<file path="src/rtl/dmem_arbiter_pkg.sv">
// Shared definitions for the data-memory arbiter: side encoding, read-return tag
// and default bus widths.
package dmem_arbiter_pkg;
  localparam int DEF_ADDR_W = 12;
  localparam int DEF_DATA_W = 32;

  localparam logic SIDE_P = 1'b0;
  localparam logic SIDE_D = 1'b1;

  typedef struct packed {
    logic valid;
    logic side;
  } rd_tag_t;
endpackage

</file>
<file path="src/rtl/dmem_rd_tag_pipe.sv">
// Latency-matched shift register of read tags; the output stage lines up with
// the syncram's mem_q for the read that pushed it.
module dmem_rd_tag_pipe
  import dmem_arbiter_pkg::*;
#(
  parameter int RD_LAT = 1
) (
  input  logic    clock,
  input  logic    clear,
  input  rd_tag_t tag_in,
  output rd_tag_t tag_out
);
  rd_tag_t stage [RD_LAT];

  always_ff @(posedge clock) begin
    if (clear) begin
      for (int i = 0; i < RD_LAT; i++) stage[i] <= '0;
    end else begin
      stage[0] <= tag_in;
      for (int i = 1; i < RD_LAT; i++) stage[i] <= stage[i-1];
    end
  end

  assign tag_out = stage[RD_LAT-1];
endmodule

</file>
<file path="src/rtl/dmem_arbiter.sv">
// Round-robin arbiter sharing the single-port dmem syncram between the processor
// (P) and debug/loader (D) ports, with a bounded burst lock and tagged read return.
module dmem_arbiter
  import dmem_arbiter_pkg::*;
#(
  parameter int ADDR_W   = DEF_ADDR_W,
  parameter int DATA_W   = DEF_DATA_W,
  parameter int RD_LAT   = 1,
  parameter int MAX_HOLD = 8
) (
  input  logic              clock,
  input  logic              reset,
  input  logic              p_req,
  input  logic              p_wren,
  input  logic              p_lock,
  input  logic [ADDR_W-1:0] p_address,
  input  logic [DATA_W-1:0] p_data,
  output logic              p_gnt,
  output logic              p_rvalid,
  output logic [DATA_W-1:0] p_rdata,
  input  logic              d_req,
  input  logic              d_wren,
  input  logic              d_lock,
  input  logic [ADDR_W-1:0] d_address,
  input  logic [DATA_W-1:0] d_data,
  output logic              d_gnt,
  output logic              d_rvalid,
  output logic [DATA_W-1:0] d_rdata,
  output logic [ADDR_W-1:0] mem_address,
  output logic [DATA_W-1:0] mem_data,
  output logic              mem_wren,
  input  logic [DATA_W-1:0] mem_q
);
  localparam int HW = $clog2(MAX_HOLD + 1);

  logic          prio_r, owner_r, lock_r;
  logic [HW-1:0] hold_cnt;

  logic    any_req, win, win_wren, win_lock, other_req, keep_owner, gnt_ok;
  rd_tag_t tag_in, tag_out;

  always_comb begin
    any_req    = p_req | d_req;
    // Owner dropping lock this very cycle counts as unlocked.
    keep_owner = lock_r & (owner_r ? d_lock : p_lock) & (hold_cnt < HW'(MAX_HOLD));
    if (p_req & d_req) win = keep_owner ? owner_r : prio_r;
    else               win = d_req;
    win_wren   = win ? d_wren : p_wren;
    win_lock   = win ? d_lock : p_lock;
    other_req  = win ? p_req  : d_req;
    gnt_ok     = any_req & ~reset;

    p_gnt       = gnt_ok & (win == SIDE_P);
    d_gnt       = gnt_ok & (win == SIDE_D);
    mem_address = win ? d_address : p_address;
    mem_data    = win ? d_data    : p_data;
    mem_wren    = gnt_ok & win_wren;

    tag_in       = '0;
    tag_in.valid = gnt_ok & ~win_wren;
    tag_in.side  = win;
  end

  always_ff @(posedge clock) begin
    if (reset) begin
      prio_r   <= SIDE_P;
      owner_r  <= SIDE_P;
      lock_r   <= 1'b0;
      hold_cnt <= '0;
    end else if (any_req) begin
      prio_r  <= ~win;
      owner_r <= win;
      lock_r  <= win_lock;
      if (win == owner_r && win_lock && other_req)
        hold_cnt <= (hold_cnt == HW'(MAX_HOLD)) ? hold_cnt : hold_cnt + HW'(1);
      else
        hold_cnt <= '0;
    end else begin
      hold_cnt <= '0;
    end
  end

  dmem_rd_tag_pipe #(.RD_LAT(RD_LAT)) u_tag_pipe (
    .clock   (clock),
    .clear   (reset),
    .tag_in  (tag_in),
    .tag_out (tag_out)
  );

  // Both sides see the raw syncram data; only rvalid is steered.
  assign p_rvalid = tag_out.valid & (tag_out.side == SIDE_P) & ~reset;
  assign d_rvalid = tag_out.valid & (tag_out.side == SIDE_D) & ~reset;
  assign p_rdata  = mem_q;
  assign d_rdata  = mem_q;
endmodule
</file>
<file path="config.mk">
export PLATFORM = sky130hd
export DESIGN_NAME = dmem_arbiter
export DESIGN_NICKNAME = d
export VERILOG_FILES = /design/src/rtl/dmem_arbiter_pkg.sv /design/src/rtl/dmem_rd_tag_pipe.sv /design/src/rtl/dmem_arbiter.sv
export SDC_FILE = /design/constraint.sdc
export NUM_CORES = 1
export LEC_CHECK = 0
export ABC_AREA = 1
export CORE_AREA = 5 5 91 93
export DETAILED_ROUTE_END_ITERATION = 10
export DIE_AREA = 0 0 96 98
export PLACE_DENSITY = 0.85
export SLEW_MARGIN = 20
export SYNTH_ARGS = -nofsm -noshare
export SYNTH_HDL_FRONTEND = slang
export SYNTH_SLANG_ARGS = --single-unit
export TNS_END_PERCENT = 50
</file>
<file path="constraint.sdc">
create_clock -name clock -period 3.01 [get_ports clock]
set_input_delay 0.4515 -clock clock [delete_from_list [all_inputs] [get_ports clock]]
set_output_delay 0.4515 -clock clock [all_outputs]
set_load 0.03 [all_outputs]
</file>
==> After elaboration in Yosys (flattened, before gate mapping) <==
Memories as Yosys holds them, arrays and structs flattened.
Index checks and enable logic that the tools add are counted.
Widths: inputs -> output; s select.
{ "totals": {"regBits": 7, "latchBits": 0, "ram_bits": 2, "mem_bits_ro": 0, "out_inout_bits": 113, "word_cells": 45, "mem_count": 1} }
{ "op_classes": {"add_sub_neg": 1, "multipliers": 0, "div": 0, "n_lt_le_gt_ge": 1, "n_eq_ne": 2, "shifts": 0, "n_mux": 13, "bitwise_logic": 19, "reduce_logical": 4} }
{ "memory_table": {"columns": ["name", "depth", "width", "read_ports", "rd_clocked_by_memory_dff", "write_ports", "line", "rtl"], "rows": [
  ["u_tag_pipe.stage", 1, 2, 1, 0, 1, "dmem_rd_tag_pipe.sv:13", "rd_tag_t stage [RD_LAT];"]
]} }
{ "ops": {"columns": ["op", "count"], "rows": [
  ["$mux 32", 1],
  ["$and 1x1->1", 12],
  ["$mux 12", 1],
  ["$mux 1", 10],
  ["$not 1->1", 6],
  ["$add 4x1->4 const B", 1],
  ["$eq 4x4->1 const B", 1],
  ["$lt 4x4->1 const B", 1],
  ["$reduce_or 3->1", 1],
  ["$logic_and 1x1->1", 2],
  ["$mux 2", 1],
  ["$reduce_or 2->1", 1],
  ["$eq 1x1->1", 1],
  ["$or 1x1->1", 1]
]} }

==> Logic depth before layout (Yosys ltp) <==
Gate-level depths: netlist of run 1.
{ "depth": {"word_depth": 10, "depth_mapped": 11} }

==> Hierarchy <==
From an unflattened synthesis of run 1, not the netlist that was laid out.
{ "hier_totals": {"cells_unflattened": 282, "area_unflattened_um2": 1574.0} }
{ "modules_own_cells": {"columns": ["mod", "n_inst", "cells_each", "area_each_um2", "seq_area_each_um2"], "rows": [
  ["dmem_arbiter", 1, 276, 1519.0, 140.1],
  ["dmem_rd_tag_pipe", 1, 6, 55.1, 40.0]
]} }

==> Worst setup path after synthesis of run 1 <==
Ideal clock, no wire load.
{ "synth_timing": {"path_kind": "input-to-output", "from": "input d_lock", "to": "output p_gnt", "t_arrival_ps": 1485, "t_required_ps": 2558, "slack_ps": 1073, "stages": 10, "n_path_buf": 1, "cell_sequence": "nand2_1 > inv_1 > nand2_1 > nand2_1 > nand2_1 > nand2_2 > nand2_4 > inv_2 > buf_4 > nor2_1"} }
{ "synth_via": {"elab_chain_cells": 7} }
{ "synth_lines": {"columns": ["item", "line", "rtl"], "rows": [
  ["start: declaration", "dmem_arbiter.sv:23", "input logic d_lock,"],
  ["$mux 1", "dmem_arbiter.sv:45", "keep_owner = lock_r & (owner_r ? d_lock : p_lock) & (hold_cnt < HW'(MAX_HOLD));"],
  ["$and 1x1->1 (2 in series)", "dmem_arbiter.sv:45", null],
  ["$mux 1 (2 in series)", "dmem_arbiter.sv:46", "if (p_req & d_req) win = keep_owner ? owner_r : prio_r;"],
  ["$not 1->1", "dmem_arbiter.sv:53", "p_gnt = gnt_ok & (win == SIDE_P);"],
  ["$and 1x1->1", "dmem_arbiter.sv:53", null],
  ["end: declaration", "dmem_arbiter.sv:18", "output logic p_gnt,"]
]} }
Every way passes these cells.

==> Final worst setup path of run 1 <==
{ "layout_timing": {"from": "input d_lock", "to": "output d_gnt"} }
{ "layout_via": {"elab_chain_cells": 6} }
{ "layout_lines": {"columns": ["item", "line", "rtl"], "rows": [
  ["$mux 1", "dmem_arbiter.sv:45", null],
  ["$and 1x1->1 (2 in series)", "dmem_arbiter.sv:45", null],
  ["$mux 1 (2 in series)", "dmem_arbiter.sv:46", null],
  ["$and 1x1->1", "dmem_arbiter.sv:54", "d_gnt = gnt_ok & (win == SIDE_D);"],
  ["end: declaration", "dmem_arbiter.sv:26", "output logic d_gnt,"]
]} }
Every way passes these cells.

==> metrics.md, run 1 <==
| Metric | Value |
|---|---|
| Detailed-route via count | `1783` |
| Post-Place Worst Slack | `~0.36 ns` |
| Num rows | `32` |
| # diodes | `0` |
| Vias in the first global route | `about 1800` |
| Finished Cell Area | `0.002507 mm²` |
| Root Buffer Master | `clkbuf_8` |
| HPWL after detailed placement | `approximately 4.6 mm` |
| GP Congestion | `0.7401` |
| Initial antenna violation count | `0` |
| Max Cap Violations | `0` |
| Clock Sinks | `9` |
| RSZ-0062 raised after global routing | `no` |
| Fin. Hold Viols | `0` |
| ANT nets after route | `0` |
| Area occupied by multi-input gates | `737.0 µm²` |
| CP Launch Type | `primary input` |
| Vias per cell | `3.919` |
| Total gr overflow | `0` |
| CTS tree | `built` |
| Required time of the worst setup path | `2.56 ns` |
| Cell count after synthesis | `274` |
| WL/cell | `11.80 µm` |
| Max H-tree Level | `1` |
| Num CTS Buffers | `3` |
| Cell variety after synth | `19` |
| P_leak | `1.281 nW` |
| I/O Buffers | `between 100 and 150` |
| Final Critical Period | `2.647 ns` |
| Critical path fanouts, max | `4` |
| Setup crit end kind | `primary output` |
| Outcome | `completed` |
| Layout Nets | `484` |
| Fin util | `0.3367` |
| All-Layer GR Usage | `0.1094` |
| Global-route wire length before repair | `between 8 and 9 mm` |
| Core area | `0.007447 mm²` |
| Seq/Total Area, Yosys | `0.1196` |
| Max Buffers Root-to-Sink | `2` |
| Die area | `0.009408 mm²` |
| Worst Path Arrival | `2.20 ns` |
| P per Cell Area | `296.1 mW/mm²` |
| Number of synthesized register bits | `9` |
| Die width | `96 µm` |
| Worst Skew | `between 0.0015 and 0.002 ns` |
| Worst-path clk slew | `0.04 ns` |
| Die Height | `98 µm` |
| Fillers | `around 790` |
| Syn nets | `404` |
| Register area | `180.2 µm²` |
| Hold crit path type | `register to register` |
| Final setup fails | `0` |
| Final period utilization | `0.8794` |
| Syn-to-layout area delta | `66.44%` |
| First-pass iteration count of the detailed router | `4` |
| DRC errors left | `0` |
| CTS resizes | `0` |
| Synth warn | `0` |
| Mean Syn Cell Area | `5.498 µm²` |
| Fmax | `377.8 MHz` |
| Worst slew pin tran | `0.3125 ns` |
| CTS Hold Bufs | `0` |
| Slew Limit Headroom | `0.7910` |
| Peak supply drop | `0.1084 mV` |
| Placed cell area | `0.002462 mm²` |
| Total wire length | `5.368 mm` |
| Fin worst setup slack | `0.3631 ns` |
| Setup CP Type | `primary input to primary output` |
| 1st-iter DRT viols | `35` |
| Largest net degree at the start of global routing | `31` |
| Postcts setup bufs | `0` |
| Share of layout cells above drive strength 1 | `0.1586` |
| Synthesized area | `0.001506 mm²` |
| Max-slew violations | `0` |
| I/O Pins | `241` |
| Starting Density | `0.2023` |
| Clk_lat worst skew | `between 0.2 and 0.25 ns` |
| Total negative slack | `0 ns` |
[state kept, by name (all words and copies together) (netlist names)]
signal            count
hold_cnt              4
owner_r               1
u_tag_pipe.stage      2
lock_r                1
prio_r                1
[worst paths after layout]
kind | cells after the start | slack (ns) | endpoint | from
worst min-delay path | 2 | 0.52 | prio_r | prio_r
worst max register to register | 11 | 1.45 | hold_cnt[3] | lock_r
worst min register to register | 2 | 0.52 | prio_r | prio_r
worst max-delay path | 10 | 0.36 | d_gnt | d_lock
[cells by family (layout without fill, tap and decap cells)]
group	Yosys count	after routing	synth area share
and+or+nand+nor	168	168	0.4336
AOI/OAI and AO/OA	6	6	0.02159
DFF	9	9	0.1196
xor gates and xnor gates	3	3	0.01745
adders and majority gates	2	2	0.01661
buffers and inverters	86	165	0.3912
[metal layers]
| metal | global-route usage | wire (µm) | up-vias |
|---|---|---|---|
| met5 | 0 | 0 | - |
| met4 | 0.04814 | 146 | 0 |
| met3 | 0.03544 | 552 | 17 |
| met2 | 0.2071 | 2916 | 116 |
| met1 | 0.1037 | 1753 | 740 |
| li1 | - | - | 910 |
[worst max-delay path, cell delays in order]
cell             delay (ns)
clkdlybuf4s50_1        0.50
nand2_1                0.08
inv_1                  0.06
nand2_1                0.05
nand2_1                0.06
nand2_1                0.06
nand2_2                0.09
nand2_4                0.06
nor2_1                 0.11
clkdlybuf4s50_1        0.69
[per-stage QoR]
stage	cells	power, W	hold slack, ns
detailed placement	451	0.0006028	0.4611
CTS	455	0.0007518	0.5062
global placement	451	0.0005964	0.4672
finish	455	0.0007424	0.5198
floorplan	274	0.0005170	0.4337
global route	455	0.0007842	0.5166
[synthesized netlist by cell type (all sizes together)]
master	n	area, µm²
inv	13	48.79
a211oi	1	7.510
o21ai	2	10.01
nand2	149	569.3
nand3	5	25.02
ha	2	25.02
a21oi	3	15.01
nor2b	1	6.260
clkbuf	1	3.750
nand3b	1	7.510
buf	72	536.8
nor2	12	45.04
dfxtp	9	180.2
xor2	3	26.28
[final cells by class]
class,count,share of cell area
Timing Repair Buffer,148,0.5459
Multi-Input combinational cell,179,0.2939
Sequential cell,9,0.07186
Tap cell,102,0.05090
Inverter,13,0.01946
Clock buffer,4,0.01796
[cell usage in the layout (no fill, tap or decap), types with 2 or more instances in the layout]
cell type	instances
o21ai_0	2
xor2_1	3
dfxtp_1	9
clkbuf_8	3
a21oi_1	3
inv_1	12
nand2_1	147
nand3_1	5
clkdlybuf4s50_1	98
buf_4	49
ha_1	2
nor2_1	12
[where the power goes]
group          internal [W]  leakage [nW]  switching, W  total, W
clock             0.0000926        0.0228     0.0000518  0.000144
combinational      0.000224          1.18      0.000246  0.000470
sequential         0.000125        0.0737    0.00000302  0.000128
total              0.000441          1.28      0.000301  0.000742
(Power assumes the default switching activity.)
==> run 2, diff against run 1 <==
--- a/config.mk
+++ b/config.mk
@@ -7,6 +7,7 @@
 export LEC_CHECK = 0
 export ABC_AREA = 1
 export CORE_AREA = 5 5 91 93
+export CTS_CLUSTER_DIAMETER = 40
 export DETAILED_ROUTE_END_ITERATION = 10
 export DIE_AREA = 0 0 96 98
 export PLACE_DENSITY = 0.85
==> results of run 2 <==
No change in the layout: final DEF, timing and power equal those of run 1.
